File: config.mk
export PLATFORM = sky130hd
export DESIGN_NAME = uart_baud_gen_frac
export DESIGN_NICKNAME = d
export VERILOG_FILES = /design/src/rtl/uart_pkg.sv /design/src/rtl/uart_frac_divider.sv /design/src/rtl/uart_baud_gen_frac.sv
export SDC_FILE = /design/constraint.sdc
export NUM_CORES = 1
export LEC_CHECK = 0
export ABC_CLOCK_PERIOD_IN_PS = 8150
export CAP_MARGIN = 10
export CELL_PAD_IN_SITES_DETAIL_PLACEMENT = 2
export CELL_PAD_IN_SITES_GLOBAL_PLACEMENT = 2
export CORE_MARGIN = 4
export CORE_UTILIZATION = 38
export DETAILED_ROUTE_END_ITERATION = 7
export PLACE_DENSITY_LB_ADDON = 0.25
export REMOVE_ABC_BUFFERS = 1
export SYNTH_ARGS = -nofsm -noshare
export SYNTH_HDL_FRONTEND = slang
export SYNTH_SLANG_ARGS = --single-unit
File: constraint.sdc
create_clock -name clk -period 8.15 [get_ports clk]
set_clock_uncertainty 0.1 [all_clocks]
set_input_delay 1.63 -clock clk [delete_from_list [all_inputs] [get_ports clk]]
set_output_delay 1.63 -clock clk [all_outputs]
set_load 0.02 [all_outputs]
File: src/rtl/uart_pkg.sv
// uart_pkg: shared constants, divisor type and default-divisor helper
// for the fractional UART baud generator.
package uart_pkg;

    localparam int unsigned OVERSAMPLE_DEF = 16;
    localparam int unsigned DIV_INT_W_DEF  = 16;
    localparam int unsigned DIV_FRAC_W_DEF = 4;

    typedef struct packed {
        logic [DIV_INT_W_DEF-1:0]  div_int;
        logic [DIV_FRAC_W_DEF-1:0] div_frac;
    } div_t;

    // Fixed-point clocks per sample tick, with frac_w fractional bits.
    function automatic longint unsigned calc_div(
        input longint unsigned clk_rate,
        input longint unsigned baud,
        input longint unsigned os,
        input longint unsigned frac_w
    );
        return (clk_rate << frac_w) / (baud * os);
    endfunction

endpackage

File: src/rtl/uart_frac_divider.sv
// uart_frac_divider: period counter with fractional carry dithering.
// term flags the terminal count this cycle; sample_tick is its registered copy.
module uart_frac_divider
    import uart_pkg::*;
#(
    parameter int unsigned           DIV_INT_W  = DIV_INT_W_DEF,
    parameter int unsigned           DIV_FRAC_W = DIV_FRAC_W_DEF,
    parameter logic [DIV_INT_W-1:0]  RST_INT    = DIV_INT_W'(2),
    parameter logic [DIV_FRAC_W-1:0] RST_FRAC   = DIV_FRAC_W'(0)
) (
    input  logic                  clk,
    input  logic                  rst,
    input  logic                  enable,
    input  logic                  resync,
    input  logic                  load,
    input  logic [DIV_INT_W-1:0]  load_int,
    input  logic [DIV_FRAC_W-1:0] load_frac,
    output logic                  term,
    output logic                  sample_tick
);

    localparam logic [DIV_INT_W-1:0] MIN_INT = DIV_INT_W'(2);
    localparam logic [DIV_INT_W:0]   ONE     = (DIV_INT_W+1)'(1);

    logic [DIV_INT_W-1:0]  div_int;
    logic [DIV_FRAC_W-1:0] div_frac;
    logic [DIV_FRAC_W-1:0] acc;
    logic                  carry;
    logic [DIV_INT_W:0]    cnt;
    logic [DIV_INT_W:0]    last;

    // A period of one clock would make ticks back-to-back.
    function automatic logic [DIV_INT_W-1:0] clamp(
        input logic [DIV_INT_W-1:0] v
    );
        return (v < MIN_INT) ? MIN_INT : v;
    endfunction

    assign last = {1'b0, div_int} + {{DIV_INT_W{1'b0}}, carry} - ONE;
    assign term = enable & ~resync & (cnt == last);

    always_ff @(posedge clk) begin
        if (rst) begin
            div_int     <= clamp(RST_INT);
            div_frac    <= RST_FRAC;
            cnt         <= '0;
            acc         <= '0;
            carry       <= 1'b0;
            sample_tick <= 1'b0;
        end else begin
            sample_tick <= term;
            if (!enable || resync) begin
                cnt   <= '0;
                acc   <= '0;
                carry <= 1'b0;
            end else if (term) begin
                cnt          <= '0;
                {carry, acc} <= {1'b0, acc} + {1'b0, div_frac};
            end else begin
                cnt <= cnt + ONE;
            end
            if (load) begin
                div_int  <= clamp(load_int);
                div_frac <= load_frac;
                acc      <= '0;
                carry    <= 1'b0;
            end
        end
    end

endmodule

File: src/rtl/uart_baud_gen_frac.sv
// uart_baud_gen_frac: runtime-programmable fractional baud generator with
// pending-divisor handshake, oversample sub-counter and bit/mid-bit ticks.
module uart_baud_gen_frac
    import uart_pkg::*;
#(
    parameter int unsigned CLK_RATE     = 50000000,
    parameter int unsigned DEFAULT_BAUD = 19200,
    parameter int unsigned OVERSAMPLE   = OVERSAMPLE_DEF,
    parameter int unsigned DIV_INT_W    = DIV_INT_W_DEF,
    parameter int unsigned DIV_FRAC_W   = DIV_FRAC_W_DEF
) (
    input  logic                  clk,
    input  logic                  rst,
    input  logic                  enable,
    input  logic                  resync,
    input  logic                  cfg_valid,
    input  logic [DIV_INT_W-1:0]  cfg_div_int,
    input  logic [DIV_FRAC_W-1:0] cfg_div_frac,
    output logic                  cfg_ready,
    output logic                  sample_tick,
    output logic                  bit_tick,
    output logic                  mid_tick
);

    localparam longint unsigned DEF_D = calc_div(
        64'(CLK_RATE), 64'(DEFAULT_BAUD),
        64'(OVERSAMPLE), 64'(DIV_FRAC_W));
    localparam logic [DIV_INT_W-1:0]  DEF_INT  = DIV_INT_W'(DEF_D >> DIV_FRAC_W);
    localparam logic [DIV_FRAC_W-1:0] DEF_FRAC = DIV_FRAC_W'(DEF_D);

    localparam int unsigned       SUB_W    = $clog2(OVERSAMPLE);
    localparam logic [SUB_W-1:0]  SUB_LAST = SUB_W'(OVERSAMPLE - 1);
    localparam logic [SUB_W-1:0]  SUB_MID  = SUB_W'(OVERSAMPLE / 2 - 1);
    localparam logic [SUB_W-1:0]  SUB_ONE  = SUB_W'(1);

    typedef struct packed {
        logic [DIV_INT_W-1:0]  div_int;
        logic [DIV_FRAC_W-1:0] div_frac;
    } cfg_t;

    cfg_t             pend;
    logic             ready;
    logic             term;
    logic             apply;
    logic [SUB_W-1:0] sub;

    assign cfg_ready = ready;
    // Swap only on a period boundary so no running period is cut or stretched.
    assign apply = ~ready & (term | ~enable);

    uart_frac_divider #(
        .DIV_INT_W  (DIV_INT_W),
        .DIV_FRAC_W (DIV_FRAC_W),
        .RST_INT    (DEF_INT),
        .RST_FRAC   (DEF_FRAC)
    ) u_div (
        .clk         (clk),
        .rst         (rst),
        .enable      (enable),
        .resync      (resync),
        .load        (apply),
        .load_int    (pend.div_int),
        .load_frac   (pend.div_frac),
        .term        (term),
        .sample_tick (sample_tick)
    );

    always_ff @(posedge clk) begin
        if (rst) begin
            ready <= 1'b1;
            pend  <= '0;
        end else if (apply) begin
            ready <= 1'b1;
        end else if (cfg_valid && ready) begin
            ready         <= 1'b0;
            pend.div_int  <= cfg_div_int;
            pend.div_frac <= cfg_div_frac;
        end
    end

    always_ff @(posedge clk) begin
        if (rst) begin
            sub      <= '0;
            bit_tick <= 1'b0;
            mid_tick <= 1'b0;
        end else begin
            bit_tick <= term & (sub == SUB_LAST);
            mid_tick <= term & (sub == SUB_MID);
            if (!enable || resync) begin
                sub <= '0;
            end else if (term) begin
                sub <= (sub == SUB_LAST) ? '0 : sub + SUB_ONE;
            end
        end
    end

endmodule
==> run summary, run 1 <==
Slew @ Worst Pin = 1.05 ns
Levels on crit path = 11
Detailed Place HPWL = 6.98 mm
Height of the die = 105 um
Final min period = 4.26 ns
Clock buffer depth = 2
P_int = 563 uW
Effective utilization at floorplan = 0.389
Sw frac = 0.249
Max Cap Viol = 0
Tcrit/Tclk final = 0.523
CP Class = reg2reg
Fmax = 235 MHz
Setup bufs post-CTS = 0
Max incr delay on CP = 0.78 ns
I/O pin count = 29
HP Class = reg2reg
Crit-path leading delay family = simple AND/OR/NAND/NOR gates
Core ar. = 9240 um^2
Seq pwr share = 0.482
Worst rel slew slack = 0.299
Layout cell share with drive strength beyond 1 = 0.0600
Die Wd = 105 um
Fraction of registers with async set/reset = 0
RSZ-0062 raised after global routing = false
Worst Setup SP = u_div.carry$_SDFFE_PP0P_
Register area share after synthesis = 0.390
Dominant synthesized flop cell = dfxtp_1
Clock latency on the worst-skew pair = 0.36 ns
Setup TNS Final = 0 ns
Drt wl/cell = 16.5 um
DRT iter0 DRCs = 81
Hold_buf cts = 0
CTS resizes = 0
Status = finished, final reports clean
Sink Count = 70
Setup-failing EPs final = 0
Post-synthesis cell area = 3600 um^2
Number of library cell types mapped by synthesis = 53
Largest net degree at the start of global routing = 58
Nets = 479
Post-Route WL = 9.58 mm
Startpoint Class = register
VDD IR max = 0.0927 mV
Reg-to-reg endpoint = u_div.div_frac[0]$_SDFFE_PP0P_
WHS = 0.362 ns
DRT Pass-1 Iters = 4
Crit Path Max Fanout = 25
Worst setup EP type = register
Buffers and inverters on the worst path = 1
Register bit total from synthesis = 70
Ant diodes = 0
CP max-delay cell = o22ai_4
Vias in the first global route = 3260
Max-slew violation count = 0
H-tree level count = 3
Logic pwr share = 0.087
Rows = 35
Syn Inst Count = 427
Via count = 3060
Initial antenna violation count = 0
DRC viols = 0
Final Core Density = 0.449
Crit path to = u_div.div_frac[0]$_SDFFE_PP0P_
Grt ovf = 0
Worst r2r path cells = 11
Mean Syn Cell Area = 8.42 um^2
Count of yosys warnings during synthesis = 0
Reg2Reg Setup Slack = 3.89 ns
Root Driver = clkbuf_8
Crit path cell chain = inv_1 > ha_1 > ha_1 > or4b_1 > or4b_4 > or3b_2 > nand4_1 > and4b_1 > nand3_2 > o22ai_4 > mux2i_1
Final Instance Area = 4150 um^2
Die area = 11100 um^2
CTS Buf Count = 9
CTS tree = built
Area grow syn2layout = 15.4%
Placer Congestion = 0.785
CP Data Required Time = 8.34 ns
R2R Path Start = u_div.carry$_SDFFE_PP0P_
Clock-pin slew of the registers on the worst-case setup and hold paths = 0.08 ns
WP data arrival = 4.45 ns
Hold Violations, Final = 0
Final ANT Viol Nets = 0
Pwr Total = 750 uW
P_sw = 187 uW
Gr usage total = 0.187
Most common cell after layout, fill and taps aside = dfxtp_1
Leakage power = 1.44 nW
Placed Instance Area = 3930 um^2
Number of synthesized flops with an enable pin = 0
Commonest cells after routing, fill and taps aside = dfxtp_1 (70), nand2_1 (57), nor2_1 (43)
Clock network power share = 0.431
Global-route wire length before repair = 16.4 mm
Routed vias/inst = 5.28
Most used cell, CP = ha_1
PortBufs = 28
Pwr per Cell Area = 181 nW/um^2
==> cell usage after synthesis, drive strengths merged, types with 8 or more instances <==
cell type	n	area, um^2
nand3	16	85.1
dfxtp	70	1400
o21ai	9	45.0
buf	8	63.8
nor2	45	174
a21oi	27	135
ha	8	100
nand2	57	214
xnor2	18	158
nand4	8	50.1
nor3	9	45.0
clkbuf	14	52.6
nor4	8	50.1
inv	13	48.8
mux2i	24	240
xor2	15	131
nand2b	25	156
==> power by group through the flow <==
stage          Clock, mW  Sequential, mW  Combinational (mW)
2_1_floorplan          0           0.366              0.0376
3_3_place_gp           0           0.368              0.0632
3_5_place_dp           0           0.369              0.0661
4_1_cts            0.333           0.361              0.0668
5_1_grt            0.353           0.363              0.0733
6_report           0.323           0.361              0.0652
==> state kept, by name, summed over array words and instances, names as in the netlist, 4 cells and up <==
signal          cells
u_div.cnt          17
u_div.acc           4
pend               20
u_div.div_frac      4
u_div.div_int      16
sub                 4
==> worst min-delay path, stage by stage (launching register included) <==
cell	delay (ns)
dfxtp_1	0.32
nand2_1	0.05
a21oi_1	0.05
==> kinds of logic after synthesis <==
kind of cell    share of synthesized area
compound gates                      0.112
xor+xnor                           0.0803
fa+ha+maj                          0.0334
buf+inv                            0.0459
flops                               0.390
mux                                0.0668
simple gates                        0.272
==> routing by layer <==
metal	wire [um]	GRT usage	part of all wire	vias to the layer above
met2	4920	0.334	0.51	30
met5	0	0	0	-
met3	244	0.0374	0.025	12
met1	4220	0.218	0.44	1521
li1	-	-	-	1497
met4	193	0.0712	0.020	0
==> cell type report <==
type                    count  area, um^2
flip-flops and latches     70        1400
clock buffers              11         141
repair buffers             29         288
fillers                  1032        5090
multi-input cells         322        2030
inverters                  13        48.8
clock inverters             5        81.3
well taps                 129         161
==> worst min-delay path by stage <==
stage,from,endpoint,slack (ns),cells after the start
global placement,pend[1]$_SDFFE_PP0P_,pend[1]$_SDFFE_PP0P_,0.34,2
global route,pend[0]$_SDFFE_PP0P_,pend[0]$_SDFFE_PP0P_,0.39,2
floorplan,pend[4]$_SDFFE_PP0P_,pend[4]$_SDFFE_PP0P_,0.33,2
detailed placement,pend[0]$_SDFFE_PP0P_,pend[0]$_SDFFE_PP0P_,0.35,2
CTS,pend[0]$_SDFFE_PP0P_,pend[0]$_SDFFE_PP0P_,0.36,2
finish,pend[0]$_SDFFE_PP0P_,pend[0]$_SDFFE_PP0P_,0.36,2
==> stage by stage <==
stage	setup slack [ns]	instances
floorplan	4.37	405
global placement	3.99	563
detailed placement	3.81	563
CTS	3.80	579
global route	3.56	579
finish	3.89	579
No activity file was read; power rests on OpenSTA's default activity.
==> run 2, diff against run 1 <==
--- a/config.mk
+++ b/config.mk
@@ -5,12 +5,12 @@
 export SDC_FILE = /design/constraint.sdc
 export NUM_CORES = 1
 export LEC_CHECK = 0
-export ABC_CLOCK_PERIOD_IN_PS = 8150
+export ABC_CLOCK_PERIOD_IN_PS = 4100
 export CAP_MARGIN = 10
 export CELL_PAD_IN_SITES_DETAIL_PLACEMENT = 2
 export CELL_PAD_IN_SITES_GLOBAL_PLACEMENT = 2
 export CORE_MARGIN = 4
-export CORE_UTILIZATION = 38
+export CORE_UTILIZATION = 35
 export DETAILED_ROUTE_END_ITERATION = 7
 export PLACE_DENSITY_LB_ADDON = 0.25
 export REMOVE_ABC_BUFFERS = 1
==> constraint.sdc (replaced) <==
create_clock -name clk -period 4.1 [get_ports clk]
set_clock_uncertainty 0.1 [all_clocks]
set_input_delay 0.82 -clock clk [delete_from_list [all_inputs] [get_ports clk]]
set_output_delay 0.82 -clock clk [all_outputs]
set_load 0.02 [all_outputs]
==> run 2 against run 1 <==
Effect of this change:
- final area up 1.4%
- largest cell class unchanged
- sequential share of layout area is 0.47 points lower
- critical path type unchanged
- largest power group unchanged
- sequential power increased by 99%
- first-iteration DRC count is 1.2% lower
- cell count up 1.4%
==> run summary, run 2 (synthesized netlist as in run 1, its figures left out) <==
Status = finished, final reports clean
Grt ovf = 0 (unchanged)
Commonest cells after routing, fill and taps aside = dfxtp_1 (70), nand2_1 (57), nor2_1 (43)
Fillers = 1141 (+11%)
CP Data Required Time = 4.25 ns (-4.09 ns)
Most common cell after layout, fill and taps aside = dfxtp_1
Layout cell share with drive strength beyond 1 = 0.0705 (+0.0105)
DRC viols = 0 (unchanged)
Post-Route WL = 10.2 mm (+6.4%)
WP data arrival = 4.01 ns (-0.44 ns)
Hold_buf cts = 0 (unchanged)
Clock latency on the worst-skew pair = 0.35 ns (about the same)
Max Cap Viol = 0 (unchanged)
P_sw = 378 uW (+100%)
PortBufs = 28 (unchanged)
Die Wd = 109 um (+3.9%)
RSZ-0062 raised after global routing = false
Ant diodes = 0 (unchanged)
I/O pin count = 29 (unchanged)
Fmax = 260 MHz (+11%)
Detailed Place HPWL = 7.25 mm (+3.8%)
Global-route wire length before repair = 17.3 mm (+5.1%)
Biggest regs = pend: 20 flops, u_div.cnt: 17 flops, u_div.div_int: 16 flops
Crit-path leading delay family = simple AND/OR/NAND/NOR gates
Multi-input gate area = 2030 um^2 (about the same)
P_int = 1.17 mW (+110%)
Height of the die = 109 um (+3.9%)
Worst rel slew slack = 0.490 (+0.191)
Clock network power share = 0.449 (+0.018)
Slew @ Worst Pin = 0.759 ns (-0.293 ns)
Max reg flops = 20 (unchanged)
CTS tree = built
R2R Path Start = u_div.div_int[0]$_SDFFE_PP0P_
Tcrit/Tclk final = 0.940 (+0.417)
Die area = 12000 um^2 (+7.9%)
CP Class = reg2reg
Largest reg by FF count = pend
Min-delay src = pend[0]$_SDFFE_PP0P_
Via count = 3033 (-0.88%)
Effective utilization at floorplan = 0.363 (-0.0263)
Largest net degree at the start of global routing = 47 (-19%)
Nets = 483 (+0.84%)
Gr usage total = 0.185 (-0.00165)
DRT iter0 DRCs = 80 (-1.2%)
Core ar. = 9910 um^2 (+7.2%)
WHS = 0.374 ns (+0.0125 ns)
Worst setup EP type = register
Startpoint Class = register
Hold Violations, Final = 0 (unchanged)
Area grow syn2layout = 17.1%
CP max-delay cell = or4b_4
Drt wl/cell = 17.4 um (+5.0%)
Crit Path Max Fanout = 9 (-64%)
Routed vias/inst = 5.17 (-2.2%)
Placer Congestion = 0.774 (-1.4%)
Seq pwr share = 0.464 (-0.018)
Final min period = 3.85 ns (-0.408 ns)
Rows = 36 (+2.9%)
Clock buffer depth = 2 (unchanged)
Setup-failing EPs final = 0 (unchanged)
Max incr delay on CP = 0.52 ns (-0.26 ns)
CTS Buf Count = 9 (unchanged)
H-tree level count = 3 (unchanged)
Crit path cell chain = inv_1 > ha_1 > ha_1 > or4b_1 > or4b_4 > or4b_1 > nand4_1 > and4b_1 > and4_2 > nor2_2 > a2111oi_2
Initial antenna violation count = 0 (unchanged)
Buffers and inverters on the worst path = 1 (unchanged)
Placed Instance Area = 3970 um^2 (+1.1%)
Logic pwr share = 0.087 (about the same)
Root Driver = clkbuf_8
Leakage power = 1.47 nW (+1.9%)
Pwr per Cell Area = 367 nW/um^2 (+100%)
DRT Pass-1 Iters = 4 (unchanged)
Final ANT Viol Nets = 0 (unchanged)
HP Class = reg2reg
Vias in the first global route = 3418 (+4.8%)
Non-filler cells in the finished layout = 587 (+1.4%)
Final Instance Area = 4210 um^2 (+1.4%)
Worst Setup SP = u_div.div_int[0]$_SDFFE_PP0P_
Cell total after placement = 571 (+1.4%)
Reg area = 1400 um^2 (unchanged)
Max-slew violation count = 0 (unchanged)
Sw frac = 0.245 (-0.00408)
Final Core Density = 0.425 (-0.0244)
Clock-pin slew of the registers on the worst-case setup and hold paths = 0.08 ns (about the same)
Sink Count = 70 (unchanged)
Setup TNS Final = 0 ns (unchanged)
VDD IR max = 0.165 mV (+78%)
run 2: timing repair:
| item | in CTS | in global routing |
|---|---|---|
| setup buffers | 0 | 0 |
| setup endpoints to repair | 0 | 6 |
| resized for setup | 0 | 1 |
run 2: power groups by stage:
stage	Combinational, mW	Clock [mW]	Sequential [mW]
2_1_floorplan	0.0747	0	0.727
3_3_place_gp	0.128	0	0.732
3_5_place_dp	0.134	0	0.734
4_1_cts	0.137	0.712	0.718
5_1_grt	0.151	0.745	0.722
6_report	0.135	0.694	0.718
run 2: per-stage QoR:
stage	power, mW	setup slack (ns)
6_report	1.55	0.247
5_1_grt	1.62	0.0325
4_1_cts	1.57	0.136
3_5_place_dp	0.868	0.214
3_3_place_gp	0.860	0.383
2_1_floorplan	0.802	0.317
run 2: area by class of cell:
type / count / area share
Sequential cell: 70 / 0.333
Clock buffer: 11 / 0.0312
Multi-Input combinational cell: 322 / 0.482
Tap cell: 133 / 0.0395
Timing Repair Buffer: 33 / 0.0772
Clock inverter: 5 / 0.0253
Inverter: 13 / 0.0116
run 2: tightest hold or removal path: cells and delay by family, from the launching register on:
| kind | cells | cell delay (ns) |
|---|---|---|
| flip-flops | 1 | 0.32 |
| AO/OA/AOI/OAI | 1 | 0.05 |
| AND/OR/NAND/NOR | 1 | 0.06 |
run 2: layer usage:
metal	share of wire	GRT usage
met1	0.48	0.234
met2	0.49	0.321
met3	0.026	0.0335
met4	0.012	0.0508
met5	0	0
run 2: worst paths after layout:
check                              endpoint  slack [ns]  depth (start not counted)
hold reg to reg        pend[0]$_SDFFE_PP0P_        0.37                          2
hold / removal         pend[0]$_SDFFE_PP0P_        0.37                          2
setup / recovery  u_div.acc[1]$_SDFFE_PP0P_        0.25                         11
setup reg to reg  u_div.acc[1]$_SDFFE_PP0P_        0.25                         11
